<file path="src/rtl/mac_pkg.sv">
// Shared constants and types for the FP8 x SD4 accumulating MAC pipeline.
package mac_pkg;

    // Operand formats: image is E4M3-style {s, e[3:0], m[2:0]}, weight is signed 4-bit.
    localparam int IMG_W = 8;
    localparam int WGT_W = 4;
    localparam int E_W   = 4;
    localparam int M_W   = 3;
    localparam int EB_W  = 5;

    // Unsigned product {1,m} x |w|.
    localparam int MAG_W = M_W + 1 + WGT_W;

    // FP16 output format.
    localparam int          FP16_EXP_W   = 5;
    localparam int          FP16_MAN_W   = 10;
    localparam int          FP16_BIAS    = 15;
    localparam logic [15:0] FP16_MAX_FIN = 16'h7BFF;

    // Accumulator LSB carries weight 2^ACC_LSB_EXP.
    localparam int ACC_LSB_EXP = -10;

    // Control sideband that travels alongside every pipeline stage.
    typedef struct packed {
        logic            valid;
        logic            first;
        logic            last;
        logic [EB_W-1:0] exp_bias;
    } sb_t;

endpackage

</file>
<file path="src/rtl/mac_stage_acc_if.sv">
// Beat-in / result-out handshake bundle of the accumulating MAC stage.
interface mac_stage_acc_if #(parameter int TAPS = 9);
    import mac_pkg::*;

    logic                    in_valid;
    logic                    in_ready;
    logic                    in_first;
    logic                    in_last;
    logic [TAPS*IMG_W-1:0]   image;
    logic [TAPS*WGT_W-1:0]   weight;
    logic [EB_W-1:0]         exp_bias;
    logic                    out_valid;
    logic                    out_ready;
    logic [15:0]             out;

    // Feeder / writeback side.
    modport master (
        output in_valid, in_first, in_last, image, weight, exp_bias, out_ready,
        input  in_ready, out_valid, out
    );

    // MAC side.
    modport slave (
        input  in_valid, in_first, in_last, image, weight, exp_bias, out_ready,
        output in_ready, out_valid, out
    );

endinterface

</file>
<file path="src/rtl/mac_norm_fp16.sv">
// Converts a signed fixed-point accumulator (LSB = 2^-10) to FP16 with a
// caller-supplied exponent shift. Purely combinational; the parent registers it.
module mac_norm_fp16
    import mac_pkg::*;
#(
    parameter int ACC_W = 32
) (
    input  logic [ACC_W-1:0] i_acc,
    input  logic [EB_W-1:0]  i_exp_bias,
    output logic [15:0]      o_fp16
);

    logic                  w_sign;
    logic [ACC_W-1:0]      w_mag;
    int                    w_p;
    int                    w_e;
    logic [FP16_MAN_W-1:0] w_mant;

    // Unsigned magnitude, so the most negative value maps to 2^(ACC_W-1).
    assign w_sign = i_acc[ACC_W-1];
    assign w_mag  = w_sign ? -i_acc : i_acc;

    // Leading-one detect: highest set bit wins.
    // NOTE: every always_comb output gets a default before any conditional write; otherwise a latch is inferred.
    always_comb begin
        w_p = 0;
        for (int i = 0; i < ACC_W; i++) begin
            if (w_mag[i]) w_p = i;
        end
    end

    assign w_e = w_p + FP16_BIAS + ACC_LSB_EXP - int'(i_exp_bias);

    // Mantissa: the bits just below the leading one, zero-filled past bit 0.
    always_comb begin
        w_mant = '0;
        for (int k = 0; k < FP16_MAN_W; k++) begin
            if (w_p - 1 - k >= 0) w_mant[FP16_MAN_W-1-k] = w_mag[w_p-1-k];
        end
    end

    // Pack, saturating to the largest finite value and flushing underflow to signed zero.
    always_comb begin
        if (i_acc == '0) begin
            o_fp16 = 16'h0000;
        end else if (w_e >= (1 << FP16_EXP_W) - 1) begin
            o_fp16 = {w_sign, FP16_MAX_FIN[14:0]};
        end else if (w_e <= 0) begin
            o_fp16 = {w_sign, 15'b0};
        end else begin
            o_fp16 = {w_sign, w_e[FP16_EXP_W-1:0], w_mant};
        end
    end

endmodule

</file>
<file path="src/rtl/mac_stage_acc.sv">
// Five-stage FP8 x SD4 MAC with packet accumulation:
// product -> align -> reduce -> accumulate -> normalise to FP16.
// One global enable stalls every stage while a result waits to be taken.
module mac_stage_acc
    import mac_pkg::*;
#(
    parameter int TAPS  = 9,
    parameter int ACC_W = 32
) (
    input  logic               clk,
    input  logic               rst,
    mac_stage_acc_if.slave     bus
);

    logic             w_en;
    sb_t              w_sb0;

    // S1 product
    logic [MAG_W-1:0] w_mag [TAPS];
    logic             w_neg [TAPS];
    logic [E_W-1:0]   w_exp [TAPS];
    sb_t              r_sb1;
    logic [MAG_W-1:0] r_mag [TAPS];
    logic             r_neg [TAPS];
    logic [E_W-1:0]   r_exp [TAPS];

    // S2 align
    logic [ACC_W-1:0] w_shift [TAPS];
    logic [ACC_W-1:0] w_term  [TAPS];
    sb_t              r_sb2;
    logic [ACC_W-1:0] r_term  [TAPS];

    // S3 reduce
    logic [ACC_W-1:0] w_sum;
    sb_t              r_sb3;
    logic [ACC_W-1:0] r_sum;

    // S4 accumulate
    logic [ACC_W-1:0] w_acc_next;
    logic [ACC_W-1:0] r_acc;
    logic             r_s4_valid;
    logic [EB_W-1:0]  r_s4_bias;
    logic [ACC_W-1:0] r_s4_val;

    // S5 output
    logic [15:0]      w_fp16;
    logic             r_out_valid;
    logic [15:0]      r_out;

    assign w_en         = !r_out_valid || bus.out_ready;
    assign bus.in_ready = w_en;
    assign bus.out_valid = r_out_valid;
    assign bus.out       = r_out;

    assign w_sb0 = '{valid: bus.in_valid, first: bus.in_first,
                     last: bus.in_last, exp_bias: bus.exp_bias};

    for (genvar g = 0; g < TAPS; g++) begin : g_tap
        logic [IMG_W-1:0] w_img;
        logic [WGT_W-1:0] w_wgt;
        logic [WGT_W-1:0] w_wabs;

        assign w_img  = bus.image[IMG_W*g +: IMG_W];
        assign w_wgt  = bus.weight[WGT_W*g +: WGT_W];
        // |-8| = 8 still fits in 4 unsigned bits.
        assign w_wabs = w_wgt[WGT_W-1] ? -w_wgt : w_wgt;

        assign w_exp[g] = w_img[IMG_W-2 -: E_W];
        assign w_neg[g] = w_img[IMG_W-1] ^ w_wgt[WGT_W-1];
        // e == 0 is flushed to zero; w == 0 gives zero on its own.
        assign w_mag[g] = (w_exp[g] == '0) ? '0
                        : MAG_W'({1'b1, w_img[M_W-1:0]}) * MAG_W'(w_wabs);

        // Exact absolute alignment: value = mag * 2^(e-10), i.e. mag << e in LSB units.
        assign w_shift[g] = ACC_W'(r_mag[g]) << r_exp[g];
        assign w_term[g]  = r_neg[g] ? -w_shift[g] : w_shift[g];
    end

    // Full-precision tree sum of the aligned terms (modular two's complement).
    always_comb begin
        w_sum = '0;
        for (int i = 0; i < TAPS; i++) w_sum = w_sum + r_term[i];
    end

    assign w_acc_next = (r_sb3.first ? '0 : r_acc) + r_sum;

    // S1..S3 data and sideband registers, all held together under stall.
    // NOTE: sequential state uses non-blocking assignments so every register samples pre-edge values.
    always_ff @(posedge clk or negedge rst) begin
        if (!rst) begin
            r_sb1  <= '0;
            r_sb2  <= '0;
            r_sb3  <= '0;
            r_mag  <= '{default: '0};
            r_neg  <= '{default: 1'b0};
            r_exp  <= '{default: '0};
            r_term <= '{default: '0};
            r_sum  <= '0;
        end else if (w_en) begin
            r_sb1  <= w_sb0;
            r_mag  <= w_mag;
            r_neg  <= w_neg;
            r_exp  <= w_exp;
            r_sb2  <= r_sb1;
            r_term <= w_term;
            r_sb3  <= r_sb2;
            r_sum  <= w_sum;
        end
    end

    // S4: running packet sum; a last beat forwards the total and clears the accumulator.
    always_ff @(posedge clk or negedge rst) begin
        if (!rst) begin
            r_acc      <= '0;
            r_s4_valid <= 1'b0;
            r_s4_bias  <= '0;
            r_s4_val   <= '0;
        end else if (w_en) begin
            r_s4_valid <= r_sb3.valid && r_sb3.last;
            if (r_sb3.valid) begin
                r_s4_val  <= w_acc_next;
                r_s4_bias <= r_sb3.exp_bias;
                r_acc     <= r_sb3.last ? '0 : w_acc_next;
            end
        end
    end

    mac_norm_fp16 #(.ACC_W(ACC_W)) u_norm (
        .i_acc      (r_s4_val),
        .i_exp_bias (r_s4_bias),
        .o_fp16     (w_fp16)
    );

    // S5: registered FP16 result; held unchanged while the consumer stalls.
    always_ff @(posedge clk or negedge rst) begin
        if (!rst) begin
            r_out_valid <= 1'b0;
            r_out       <= 16'h0000;
        end else if (w_en) begin
            r_out_valid <= r_s4_valid;
            if (r_s4_valid) r_out <= w_fp16;
        end
    end

endmodule

</file>
<file path="src/flat_wrapper.sv">
// flat-port wrapper written by rule: the top's interface ports become plain ports
module mac_stage_acc_flat import mac_pkg::*;
#(
    parameter int TAPS  = 9,
    parameter int ACC_W = 32
)
  (clk, rst, bus_in_valid, bus_in_first, bus_in_last, bus_image, bus_weight, bus_exp_bias, bus_out_ready, bus_in_ready, bus_out_valid, bus_out);
  mac_stage_acc_if #(.TAPS(TAPS)) bus_i ();
  input  logic clk;
  input  logic rst;
  input wire logic [$bits(bus_i.in_valid)-1:0] bus_in_valid;
  input wire logic [$bits(bus_i.in_first)-1:0] bus_in_first;
  input wire logic [$bits(bus_i.in_last)-1:0] bus_in_last;
  input wire logic [$bits(bus_i.image)-1:0] bus_image;
  input wire logic [$bits(bus_i.weight)-1:0] bus_weight;
  input wire logic [$bits(bus_i.exp_bias)-1:0] bus_exp_bias;
  input wire logic [$bits(bus_i.out_ready)-1:0] bus_out_ready;
  output wire logic [$bits(bus_i.in_ready)-1:0] bus_in_ready;
  output wire logic [$bits(bus_i.out_valid)-1:0] bus_out_valid;
  output wire logic [$bits(bus_i.out)-1:0] bus_out;
  assign bus_i.in_valid = bus_in_valid;
  assign bus_i.in_first = bus_in_first;
  assign bus_i.in_last = bus_in_last;
  assign bus_i.image = bus_image;
  assign bus_i.weight = bus_weight;
  assign bus_i.exp_bias = bus_exp_bias;
  assign bus_i.out_ready = bus_out_ready;
  assign bus_in_ready = bus_i.in_ready;
  assign bus_out_valid = bus_i.out_valid;
  assign bus_out = bus_i.out;
  mac_stage_acc #(.TAPS(TAPS), .ACC_W(ACC_W)) u_core (.clk(clk), .rst(rst), .bus(bus_i));
endmodule
</file>
<file path="config.mk">
export PLATFORM = sky130hd
export DESIGN_NAME = mac_stage_acc_flat
export DESIGN_NICKNAME = d
export VERILOG_FILES = /design/src/rtl/mac_pkg.sv /design/src/rtl/mac_stage_acc_if.sv /design/src/rtl/mac_norm_fp16.sv /design/src/rtl/mac_stage_acc.sv /design/src/flat_wrapper.sv
export SDC_FILE = /design/constraint.sdc
export NUM_CORES = 2
export LEC_CHECK = 0
export CAP_MARGIN = 30
export CORE_ASPECT_RATIO = 2
export CORE_MARGIN = 4
export CORE_UTILIZATION = 34
export CTS_BUF_LIST = sky130_fd_sc_hd__clkbuf_8
export CTS_CLUSTER_SIZE = 10
export DETAILED_ROUTE_END_ITERATION = 8
export GPL_ROUTABILITY_DRIVEN = 0
export RECOVER_POWER = 25
export SYNTH_ARGS = -nofsm -noshare
export SYNTH_HDL_FRONTEND = slang
export SYNTH_HIERARCHICAL = 1
export SYNTH_SLANG_ARGS = --single-unit
</file>
<file path="constraint.sdc">
create_clock -name clk -period 7.4 [get_ports clk]
set_input_delay 1.48 -clock clk [delete_from_list [all_inputs] [get_ports clk]]
set_output_delay 1.48 -clock clk [all_outputs]
set_load 0.01 [all_outputs]
</file>
==> Word level (Yosys, flattened, before mapping) <==
Cells that the tools add are included.
{ "classes": {"mul": 9, "bitwise_logic": 9, "n_mux": 104, "reduce_logical": 15, "addsub": 41, "n_lt_le_gt_ge": 22, "n_shift": 9} }
{ "op_table": {"columns": ["operator", "n"], "rows": [
  ["32-bit 2-to-1 mux", 42],
  ["32-bit by 1-bit greater-or-equal comparator with 1-bit output, second input constant", 10],
  ["32-bit by 7-bit less-than comparator with 1-bit output, second input constant", 10],
  ["32-bit negator", 10],
  ["32-bit adder", 9],
  ["8-bit by 4-bit << shifter with 32-bit output", 9],
  ["32-bit by 4-bit subtractor with 32-bit output, second input constant", 4],
  ["4-bit by 4-bit multiplier with 8-bit output", 9],
  ["8-bit 2-to-1 mux", 9],
  ["32-bit by 5-bit adder with 32-bit output, second input constant", 2],
  ["32-bit by 2-bit subtractor with 32-bit output, second input constant", 2],
  ["32-bit by 3-bit subtractor with 32-bit output, second input constant", 2],
  ["32-bit by 5-bit subtractor with 32-bit output, second input constant", 2],
  ["1-bit binary-select mux with 5-bit select", 10],
  ["4-bit zero test", 9],
  ["4-bit 2-to-1 mux", 9],
  ["4-bit negator", 9],
  ["32-bit by 6-bit greater-or-equal comparator with 1-bit output, second input constant", 1],
  ["32-bit by 1-bit less-or-equal comparator with 1-bit output, second input constant", 1],
  ["32-bit zero test", 1],
  ["32-bit by 6-bit subtractor with 32-bit output", 1],
  ["1-bit 2-to-1 mux", 31],
  ["15-bit 2-to-1 mux", 2],
  ["16-bit 2-to-1 mux", 1],
  ["other kinds (5)", 14]
]} }
{ "word_totals": {"output_inout_bits": 18, "register_bits": 548} }

==> Depth between registers and ports, before layout <==
{ "logic_depth": {"depth_word": 42, "mapped_depth": 29, "depth_no_buf": 29} }

==> Cells and area by module <==
The synthesis kept the hierarchy.
{ "by_module_without_submodules": {"columns": ["module", "seq_area_each_um2", "cells_per_inst", "area_each_um2", "instances"], "rows": [
  ["mac_stage_acc", 13713.2, 4642, 42664.7, 1],
  ["mac_norm_fp16", 0.0, 528, 4214.0, 1]
]} }

==> Worst setup path after synthesis <==
OpenSTA, ideal clock, no wires.
{ "synth_timing": {"kind": "flip-flop to flip-flop", "startpoint": "reg u_core.r_s4_val[4]", "endpoint": "reg u_core.r_out[4], in the netlist u_core/bus.out[4]", "n_path_buf": 2, "arrival_time_ns": 5.978, "slack_ns": 1.358, "path_stages_with_launch": 26, "synth_period_minus_slack_ns": 6.042, "cell_sequence": "dfrtp_1 buf_6 or4_1 buf_6 or4_4 o31a_1 xnor2_2 nand2_1 or2_4 o31ai_4 inv_1 ha_1 fa_1 nor2b_1 o21ai_0 nand2b_1 inv_1 ha_1 nand2b_1 nor3_1 a41o_1 a21oi_1 o31ai_1 or3b_1 o311ai_1 mux2_2"} }
{ "synth_between": {"elab_chain_cells": 39} }
{ "synth_lines": {"columns": ["element", "line_no", "source"], "rows": [
  ["from (decl)", "mac_stage_acc.sv:43", "logic [ACC_W-1:0] r_s4_val;"],
  ["from (signal assigned)", "mac_stage_acc.sv:121", "r_s4_val <= w_acc_next;"],
  ["parallel branches: the longest is 38 deep, another holds 32-bit negator", null, null],
  ["16-bit 2-to-1 mux *", "mac_norm_fp16.sv:44", "if (i_acc == '0) begin"],
  ["net u_core.w_fp16[4]", "mac_stage_acc.sv:46", "logic [15:0] w_fp16;"],
  ["to (signal assigned)", "mac_stage_acc.sv:141", "if (r_s4_valid) r_out <= w_fp16;"],
  ["to (decl)", "mac_stage_acc.sv:48", "logic [15:0] r_out;"]
]} }
Mark *: on every way through the listed nets, which the timed path passes. The select of a mux whose other input is x is not followed.
A chain may end at the register's enable or synchronous reset.

==> Worst setup path in the final report <==
{ "layout_timing": {"startpoint": "reg u_core.r_s4_val[0]", "endpoint": "reg u_core.r_out[4], in the netlist u_core/bus.out[4]"} }
{ "layout_between": {"elab_chain_cells": 42} }
{ "layout_lines": {"columns": ["element", "line_no"], "rows": [
  ["parallel branches: the longest is 41 deep, another holds 32-bit negator", null],
  ["16-bit 2-to-1 mux *", "mac_norm_fp16.sv:44"],
  ["net u_core.w_fp16[4]", "mac_stage_acc.sv:46"]
]} }
Marked as above.

==> impl_metrics.csv <==
group,metric,value,unit
global_route,antenna_found_initial,4,
drt,ant_nets,0,
clocking,postCtsHoldBufs,0,
drt,drc,0,
drt,wl_per_cell,20.0,um
final_layout,layout-drive-gt1-share,0.0786,
global_route,grt_usage,0.193,
global_route,grt_max_degree,138,
critical_path,r2r_end,"u_core/bus.out[4]$_DFFE_PN0P_",
critical_path,arrival,7.30,ns
synthesis,ys_seq_area_frac,0.293,
floorplan,rows,192,
timing,worst_pin_slew,5.76,ns
timing,hold_violations,0,
clocking,cts_max_level,3,
synthesis,ys.flop_type,"dfrtp_1",
drt,wl,140000,um
synthesis,yosys_warnings,6,
floorplan,die_area,0.144,mm2
drt,drtIter0Drc,2280,
final_layout,area_delta_synth_final,10.1,%
timing,finalSetupViolCount,0,
critical_path,rrSetupSlack,0.83,ns
clocking,cts_resized,0,
clocking,clock-root-buffer,"clkbuf_8",
final_layout,fin_nets,5775,
floorplan,start_util,0.342,
timing,fin_crit,6.57,ns
critical_path,critPathLaunchType,"register",
synthesis,synth_edf_count,0,
timing,max_clock_freq,0.152,GHz
timing,grt_setup_unrepaired,"no",
placement,io_buffers,136,
synthesis,async_reset_ff_frac,1.00,
floorplan,ios,137,
outcome,outcome,"finished with violations",
min_path,min_path_cells,2,
drt,dr_total_vias,37377,
global_route,grt_overflow_total,0,
timing,setup_tns,0,ns
critical_path,r2r_cells,26,
clocking,clk-insertion-delay-late,0.81,ns
critical_path,path_max_fanout,10,
outcome,violations,"capacitance limit, slew limit",
critical_path,cp.required,8.13,ns
timing,skew,0.0750,ns
clocking,cts_tree,"done",
clocking,clkSinkCount,548,
synthesis,syn_nets,5758,
clocking,numCtsBuffers,86,
clocking,cts_setup_buffers,0,
flow_run,drv_cap,1,
synthesis,avgSynthCellArea,9.07,um2
synthesis,syn_inst,5170,
synthesis,ys_ff_latch,548,
final_layout,fillers,13805,
timing,drv_slew,95,
clocking,clkTransAtPathRegs,0.06,ns
min_path,min_to,"u_core/r_sb3[2]$_DFFE_PN0N_",
synthesis,synth_cell_types,116,
clocking,clk_path_buf_depth,3,
timing,finalCritPeriodShare,0.888,
min_path,worstHoldStart,"u_core/r_sb3[2]$_DFFE_PN0N_",
critical_path,reg2reg_from,"u_core/r_s4_val[0]$_DFFE_PN0P_",
global_route,first_global_vias,39160,
floorplan,coreArea,0.137,mm2
critical_path,end_kind,"register",
placement,dp_hpwl,111000,um
critical_path,path_class,"register to register",
global_route,grt_pass1_wl,222000,um
drt,vias_per_cell,5.34,
floorplan,dieWidth,271,um
timing,slew_headroom,-2.84,
synthesis,syn_area,0.0469,mm2
min_path,hp-class,"register to register",
floorplan,fp.dieH,533,um
drt,drtPass1Iterations,7,
-- synthesized netlist by cell type, drive strengths merged, types with 23 or more instances --
master | number | area share
a21oi | 293 | 0.031
a211oi | 29 | 0.0046
a31oi | 38 | 0.0051
and3 | 24 | 0.0032
nand2b | 65 | 0.0087
nor2b | 107 | 0.014
o31ai | 80 | 0.013
o21ai | 358 | 0.038
nor2 | 322 | 0.026
nor4 | 26 | 0.0041
fa | 252 | 0.11
a22o | 85 | 0.016
clkbuf | 204 | 0.018
buf | 54 | 0.0062
mux4 | 68 | 0.034
nand2 | 622 | 0.050
nor3 | 56 | 0.0060
nand4 | 40 | 0.0055
ha | 217 | 0.058
mux2 | 108 | 0.026
dfrtp | 548 | 0.29
xor2 | 128 | 0.024
a21o | 157 | 0.025
xnor2 | 225 | 0.043
and2 | 59 | 0.0079
inv | 468 | 0.038
mux2i | 106 | 0.023
or3 | 23 | 0.0031
nand3 | 78 | 0.0083
o21bai | 23 | 0.0037
-- cell usage in the layout (no fill, tap or decap), types with 56 or more instances in the layout --
| master | count |
|---|---|
| dfrtp_1 | 548 |
| fa_1 | 252 |
| a21oi_1 | 292 |
| a22o_1 | 85 |
| ha_1 | 217 |
| o31ai_1 | 77 |
| xnor2_1 | 222 |
| nor2b_1 | 105 |
| a21o_1 | 156 |
| nor2_1 | 321 |
| nand3_1 | 78 |
| clkdlybuf4s50_1 | 135 |
| mux2i_1 | 106 |
| and2_1 | 57 |
| nand2b_1 | 65 |
| inv_1 | 485 |
| xor2_1 | 126 |
| nand2_1 | 621 |
| nor3_1 | 56 |
| clkbuf_8 | 101 |
| o21ai_0 | 337 |
| mux2_2 | 107 |
-- worst max-delay path by stage --
stage                                    from                             to  slack (ns)  depth (start not counted)
6_report       u_core/r_s4_val[0]$_DFFE_PN0P_  u_core/bus.out[4]$_DFFE_PN0P_        0.83                         26
5_1_grt                                   rst   u_core/r_exp[21]$_DFFE_PN0N_        0.22                          2
4_1_cts        u_core/r_s4_val[0]$_DFFE_PN0P_  u_core/bus.out[4]$_DFFE_PN0P_        0.87                         26
3_5_place_dp   u_core/r_s4_val[0]$_DFFE_PN0P_  u_core/bus.out[4]$_DFFE_PN0P_        0.83                         26
3_3_place_gp   u_core/r_s4_val[0]$_DFFE_PN0P_  u_core/bus.out[4]$_DFFE_PN0P_        0.96                         26
2_1_floorplan  u_core/r_s4_val[4]$_DFFE_PN0P_  u_core/bus.out[4]$_DFFE_PN0P_        1.36                         25
-- flip-flops by register name, indices dropped and copies added, names as in the netlist, 5 cells and up --
name and cells:
u_core/r_term 288, u_core/r_mag 72, u_core/r_exp 36, u_core/r_acc 32, u_core/r_s4_val 32, u_core/r_sum 32
u_core/bus.out 16, u_core/r_neg 9, u_core/r_sb1 8, u_core/r_sb2 8, u_core/r_sb3 8, u_core/r_s4_bias 5
-- stage by stage --
step	utilization	hold slack [ns]	instances	area, um2	setup WS (ns)
2_1_floorplan	-	0.435	5170	46900	1.36
3_5_place_dp	0.363	0.455	6845	49800	0.829
4_1_cts	0.377	0.475	7000	51600	0.866
3_3_place_gp	0.363	0.452	6843	49700	0.956
6_report	0.377	0.471	7003	51600	0.827
5_1_grt	0.377	0.487	7003	51600	0.216
-- critical path, cell delays in order, from the launching register on --
cell and delay, ns:
dfrtp_1 0.42, inv_1 0.11, ha_1 0.21, or3b_2 0.54, nor4_4 0.60, a41o_1 0.29, xor2_1 0.30, nand2_1 0.16
or2_4 0.28, o31ai_4 0.45, inv_1 0.27, ha_1 0.38, fa_1 0.45, nor2b_1 0.11, o21ai_0 0.10, nand2b_1 0.11
inv_1 0.05, ha_1 0.29, nand2b_1 0.11, nor3_1 0.05, a41o_1 0.26, a21oi_1 0.12, buf_4 0.16, o31ai_1 0.09
or3b_1 0.38, o311ai_1 0.09, mux2_2 0.19
-- cell type report --
cell class	instances	area (um2)	area share
Timing Repair Buffer	189	1820	0.0352
Sequential cell	548	13700	0.266
Clock buffer	101	1390	0.0269
Tap cell	1746	2180	0.0423
Inverter	473	1790	0.0346
Antenna cell	3	7.51	0.000145
Clock inverter	54	478	0.00926
Multi-Input combinational cell	3889	30200	0.586
-- logic make-up after synthesis --
family	after synthesis	share of synthesized area
buffers and inverters	733	0.0626
xor gates and xnor gates	353	0.0672
AOI/OAI and AO/OA	1247	0.172
adders and majority gates	469	0.166
and+or+nand+nor	1538	0.157
muxes	282	0.0826
DFF	548	0.293
-- per-layer routing --
layer,global-route usage,vias to the layer above,share of wire
met5,0,-,0.000071
met4,0.134,2,0.083
met2,0.376,831,0.55
met1,0.187,18293,0.34
li1,-,17861,-
met3,0.0232,390,0.030
Power is not shown: default switching activity piles up to over one toggle a cycle in this logic, so the estimate is an artifact.
